<file path="src/rtl/fwd_scoreboard.sv">
// Operand-forwarding scoreboard: a shift register of in-flight destination tags resolves forward selects and load-use stalls at decode.
// Latency: stall is combinational from ID inputs and scoreboard state; ex_valid/ex_fwd_sel are registered, 1 cycle after ID.
// Backpressure: hold freezes every register; stall asks ID/IF to repeat the current instruction while a bubble enters EX.
// Optional: define FWD_ZERO_REG_EN to treat register 0 as hardwired zero (never forwarded, never stalls).
module fwd_scoreboard #(
    parameter int REG_ADDR_W = 2,
    parameter int NUM_SRC    = 2,
    parameter int FWD_STAGES = 2,
    parameter int SEL_W      = $clog2(FWD_STAGES + 1)
) (
    input  logic                          clk,
    input  logic                          rst_n,
    input  logic                          id_valid,
    input  logic [NUM_SRC*REG_ADDR_W-1:0] id_src,
    input  logic [NUM_SRC-1:0]            id_src_en,
    input  logic [REG_ADDR_W-1:0]         id_dst,
    input  logic                          id_reg_write,
    input  logic                          id_is_load,
    input  logic                          flush,
    input  logic                          hold,
    output logic                          stall,
    output logic                          ex_valid,
    output logic [NUM_SRC*SEL_W-1:0]      ex_fwd_sel
);

    // One tracked instruction: entry 0 sits in EX, entry j sits j stages after EX.
    typedef struct packed {
        logic                  vld;
        logic                  wr;
        logic                  ld;
        logic [REG_ADDR_W-1:0] dst;
    } ent_t;

    ent_t                       r_sb [FWD_STAGES];
    logic [NUM_SRC*SEL_W-1:0]   r_fwd_sel;

    logic [NUM_SRC*SEL_W-1:0]   w_sel;
    logic                       w_ld_hit;
    logic                       w_load;
    logic                       w_dst_wr;
    logic                       w_src_ok;
    logic [REG_ADDR_W-1:0]      w_src;

    // Decode compare. Entry j will be in stage j+1 when the ID instruction reaches EX,
    // so a hit on entry j forwards from stage j+1. Once an instruction has moved past
    // the tracked window its result is already in the write-through register file.
    // Scanning from oldest to youngest lets the youngest producer win.
    always_comb begin
        w_sel    = '0;
        w_ld_hit = 1'b0;
        w_src    = '0;
        w_src_ok = 1'b0;
        for (int i = 0; i < NUM_SRC; i++) begin
            w_src = id_src[i*REG_ADDR_W +: REG_ADDR_W];
`ifdef FWD_ZERO_REG_EN
            w_src_ok = id_src_en[i] && (w_src != '0);
`else
            w_src_ok = id_src_en[i];
`endif
            if (w_src_ok) begin
                for (int j = FWD_STAGES - 1; j >= 0; j--) begin
                    if (r_sb[j].vld && r_sb[j].wr && (r_sb[j].dst == w_src)) begin
                        w_sel[i*SEL_W +: SEL_W] = SEL_W'(j + 1);
                    end
                end
                // A load still in EX has no data yet: the consumer must wait one cycle.
                if (r_sb[0].vld && r_sb[0].wr && r_sb[0].ld && (r_sb[0].dst == w_src)) begin
                    w_ld_hit = 1'b1;
                end
            end
        end
    end

    // Stall and admission; flush overrides stall so a killed instruction never stalls.
    always_comb begin
        stall  = id_valid && !flush && w_ld_hit;
        w_load = id_valid && !stall && !flush;
`ifdef FWD_ZERO_REG_EN
        w_dst_wr = id_reg_write && (id_dst != '0);
`else
        w_dst_wr = id_reg_write;
`endif
    end

    // Scoreboard shift and EX select register; hold freezes everything.
    always_ff @(posedge clk or negedge rst_n) begin
        if (!rst_n) begin
            for (int j = 0; j < FWD_STAGES; j++) begin
                r_sb[j] <= '0;
            end
            r_fwd_sel <= '0;
        end else if (!hold) begin
            for (int j = 1; j < FWD_STAGES; j++) begin
                r_sb[j] <= r_sb[j-1];
            end
            if (w_load) begin
                r_sb[0]   <= '{vld: 1'b1, wr: w_dst_wr, ld: id_is_load, dst: id_dst};
                r_fwd_sel <= w_sel;
            end else begin
                r_sb[0]   <= '0;
                r_fwd_sel <= '0;
            end
        end
    end

    assign ex_valid   = r_sb[0].vld;
    assign ex_fwd_sel = r_fwd_sel;

endmodule

</file>
<file path="config.mk">
export PLATFORM = sky130hd
export DESIGN_NAME = fwd_scoreboard
export DESIGN_NICKNAME = d
export VERILOG_FILES = /design/src/rtl/fwd_scoreboard.sv
export SDC_FILE = /design/constraint.sdc
export NUM_CORES = 1
export LEC_CHECK = 0
export BUFFER_PORTS_ARGS = -buffer_cell sky130_fd_sc_hd__buf_4
export CORE_UTILIZATION = 47
export CTS_CLUSTER_DIAMETER = 150
export DETAILED_ROUTE_END_ITERATION = 8
export PLACE_DENSITY = 0.75
export SLEW_MARGIN = 15
export SYNTH_ARGS = -nofsm -noshare
export SYNTH_HDL_FRONTEND = slang
export SYNTH_SLANG_ARGS = --single-unit
</file>
<file path="constraint.sdc">
create_clock -name clk -period 1.84 [get_ports clk]
set_input_delay 0.276 -clock clk [delete_from_list [all_inputs] [get_ports clk]]
set_output_delay 0.276 -clock clk [all_outputs]
set_load 0.03 [all_outputs]
</file>
# Word-level counts from Yosys, hierarchy flattened
# Cells that the tools add are included.
totals:
  rom_bits: 0
  register_bits: 13
  input_bits: 15
  wordCells: 39
  latchBits: 0
  n_memories: 0
  ram_bits: 0
  out_inout_bits: 6
op_classes:
  order_cmp: 0
  reduce_logical: 15
  n_eq_ne: 4
  mux: 12
  shift: 0
  addsub: 0
  n_bitwise: 0
  mul: 0
  div: 0
ops:
  columns: ["operator", "n"]
  rows:
  - ["$logic_and A1 B1 Y1", 13]
  - ["$mux W2", 6]
  - ["$eq A2 B2 Y1", 4]
  - ["$mux W5", 1]
  - ["$mux W1", 4]
  - ["$mux W4", 1]
  - ["$logic_not A1 Y1", 2]

# Depth between registers and ports, before layout
logic_depth:
  depth_word: 12
  mapped_depth: 4
  depth_no_buf: 4

# Worst setup path before layout
# No wires, ideal clock.
synth_path:
  kind: "reg2out"
  startpoint: "register r_sb, in the netlist ex_valid"
  endpoint: "output stall"
  t_arrival_ps: 1472
  slack_ps: 92
  stages_incl_launch_ff: 5
  path_buffers: 0
  t_required_ps: 1564
  path_cell_list: "dfrtp_1 -> and2_1 -> and4_4 -> o21ai_4 -> nor2_1"
synth_between:
  elab_chain_len: 8
  word_cells_on_any_way: 9
  classes_between: "mux: 4; reduce/logical: 5"
synth_rtl:
  columns: ["item", "line", "rtl"]
  rows:
  - ["from (decl)", "34", "ent_t r_sb [FWD_STAGES];"]
  - ["from (signal, indexed assignment)", "94", "r_sb[j] <= r_sb[j-1];"]
  - ["$logic_and A1 B1 Y1 * (2 in series)", "67", "if (r_sb[0].vld && r_sb[0].wr && r_sb[0].ld && (r_sb[0].dst == w_src)) begin"]
  - ["$logic_and A1 B1 Y1", "67", null]
  - ["$mux W1", "67", null]
  - ["$mux W1", "60", "if (w_src_ok) begin"]
  - ["$mux W1", "67", null]
  - ["$mux W1 *", "60", null]
  - ["$logic_and A1 B1 Y1 *", "76", "stall = id_valid && !flush && w_ld_hit;"]
  - ["to (decl)", "21", "output logic stall,"]
# Mark *: on every way between the ends. The rest lies on a longest branch, timed or not.

# Worst setup path after layout
layout_path:
  startpoint: "register r_sb[5] (netlist bit)"
  endpoint: "output stall"
layout_between:
  elab_chain_len: 7
  word_cells_on_any_way: 9
  classes_between: "eq/ne: 2; mux: 4; reduce/logical: 3"
layout_rtl:
  columns: ["item", "line"]
  rows:
  - ["$eq A2 B2 Y1", "67"]
  - ["$logic_and A1 B1 Y1", "67"]
  - ["$mux W1", "67"]
  - ["$mux W1", "60"]
  - ["$mux W1", "67"]
  - ["$mux W1 *", "60"]
  - ["$logic_and A1 B1 Y1 *", "76"]
# Marked as above.

==> out/metrics.csv <==
metric;value;unit
status;complete, no violations;
final_area;882;um2
r2r_end;r_sb[6];
row_count;12;
finalNetCount;95;
critPathLaunchType;flop;
synth_xor_area_share;11.0;%
grt_pass1_vias;534;
core;1190;um2
p_per_area;666;nW/um2
fin_skew;0.00608;ns
syn_inst;51;
wl_per_cell;15.5;um
dp_slack;0.264;ns
cpPeakStageDelay;0.44;ns
avgSynthCellArea;12.5;um2
die_width;38.8;um
drt_wl_total;1.44;mm
multi_input_area;318;um2
maxCapViolCount;0;
die_h;38.8;um
crit_fanout;3;
gp_congestion;0.744;
cts-root-buf;clkbuf_4;
yosysUniqueCellTypes;19;
internal_power;439;uW
regArea;327;um2
hold_path_class;in -> reg;
portBuffers;20;
fin_cells;93;
fmax;557;MHz
crit_arrival;1.52;ns
synthSimpleGateAreaFrac;11.4;%
ctsHtreeMaxLevel;1;
cts_sinks;13;
dpl-instance-area;800;um2
hold_start;id_reg_write;
dr.pass1.iters;4;
nFillCells;88;
slew_violations;0;
worst_hold_path.num_cells;2;
crit_chain;xor2_1 > nor3_2 > o21ai_4 > nor2_1 > buf_4;
grt_overflow;0;
layout_common_cells;24 x buf_4, 12 x dfrtp_1, 7 x a32o_1;
start_util;53.6;%
sw_frac_of_total;25.4;%
die_area;1500;um2
final-setup-viol-count;0;
path_clk_slew;0.08;ns
ys_seq_area_share;51.2;%
cts_made_buffers;3;
synth_top_family_by_area;compound AO/OA/AOI/OAI gates;
grt_pass1_wl;2.24;mm
antenna_found_initial;0;
cp-end-kind;output port;
power_frac_clock;29.6;%
layout_setup_ws;0.0435;ns
drc;0;
drtAntennaViolNets;0;
synth-compound-area-share;18.1;%
whs;0.245;ns
min_period;1.80;ns
cts_tree;built;
cts_buffer_depth;2;
dp.cells;84;
power.share.combinational;16.9;%
synth_area;636;um2
p_sw;149;uW
grt_use_total;23.0;%
vdd_ir_drop_max;398;uV
tightest_slew;0.558;ns
fin_tns_setup;0;ns
num_vias;538;
diodes;0;
layout-drive-gt1-share;46.8;%
syn-num-nets;66;
r2r-start;r_sb[5];
critPathRequiredTime;1.56;ns
critPathLaunch;r_sb[5];
yosys_register_bits;13;
min_to;r_sb[8];
muxShareOfSynthArea;7.09;%
hold_viol_final;0;
crit_slowest_cell;dfrtp_2;
p_leak;0.419;nW
drt_iter0_drc;7;
area_delta_synth_final;38.8;%
grt_max_degree;15;
post-route-period-util;97.6;%
ios;21;
final_common_cell;buf_4;
seqPwrFrac;53.6;%
yosysWarningCount;0;
crit_type;reg -> out;
r2r_slack;0.33;ns
rr_worst_depth;5;
vias_per_cell;5.78;
maxSlewHeadroom;62.6;%
clk_latency;0.27;ns
synthAdderAreaFrac;0;%
rsz0062_at_grt;false;
logic make-up after synthesis:
logic type             count (synthesis)
multiplexers                           4
XOR/XNOR                               8
buffers and inverters                  2
flip-flops                            13
AND/OR/NAND/NOR                       12
AO/OA/AOI/OAI                         12
registers in the layout, summed over array words and instances (netlist names):
signal / cells
ex_valid: 1
ex_fwd_sel: 4
r_sb: 8
cell type report:
type | count | share of cell area [%]
multi-input cells | 36 | 36.0
repair buffers | 25 | 21.6
clock buffers | 4 | 2.98
inverters | 1 | 0.426
well taps | 14 | 1.99
flip-flops and latches | 13 | 37.0
how the worst max path moves through the flow:
| stage | slack (ns) | end | depth (start not counted) |
|---|---|---|---|
| after floorplan | 0.09 | stall | 4 |
| after global placement | 0.27 | stall | 5 |
| after detailed placement | 0.26 | stall | 5 |
| after CTS | 0.04 | stall | 5 |
| after global routing | 0.005 | stall | 5 |
| final | 0.04 | stall | 5 |
critical path, delay by kind of cell, from the launching register on:
kind,cells,cell delay [ns]
AND/OR/NAND/NOR,2,0.38
buffers and inverters,1,0.16
flip-flops,1,0.44
XOR/XNOR,1,0.18
AO/OA/AOI/OAI,1,0.09
synth_stat cells:
cell type | number | area share (%)
mux2_2 | 4 | 7.1
nand2b_1 | 1 | 0.98
nor3_2 | 1 | 1.6
xnor2_1 | 6 | 8.3
dfrtp_1 | 13 | 51
xor2_1 | 2 | 2.8
a31o_1 | 1 | 1.4
a31oi_1 | 1 | 0.98
inv_1 | 1 | 0.59
clkbuf_1 | 1 | 0.59
a32o_1 | 7 | 11
o21ai_4 | 1 | 2.6
and3_1 | 1 | 0.98
nand3_1 | 3 | 2.4
a21oi_1 | 1 | 0.79
a22o_1 | 1 | 1.4
and4_4 | 1 | 1.8
and2_1 | 2 | 2.0
nor2_1 | 3 | 1.8
routing by layer:
layer  vias to the layer above  part of all wire, %  track usage (%)
li1                        251                    -                -
met1                       263                   43             27.3
met2                        22                   51             39.2
met3                         2                  5.2             5.20
met4                         0                 0.69             10.3
met5                         -                    0                0
power by group through the flow:
stage	Combinational (mW)	Clock (mW)	Sequential [mW]
after detailed placement	0.0903	0	0.319
after global placement	0.0891	0	0.318
final	0.0991	0.174	0.315
after floorplan	0.0443	0	0.319
after global routing	0.109	0.192	0.317
after CTS	0.0928	0.182	0.313
what timing repair did:
action,in CTS,in global routing
gates resized for setup,0,3
hold buffers,1,0
endpoints found under the setup margin,1,1
pin swaps,2,2
setup buffers,3,1
gates cloned,0,0
hold endpoints to repair,13,0
per-stage QoR:
stage               utilization, %  power [mW]
floorplan                        -       0.364
CTS                           72.4       0.588
global route                  74.4       0.618
global placement              67.4       0.407
finish                        74.4       0.588
detailed placement            67.4       0.409
Note: power is estimated with default switching activity, not from simulation.
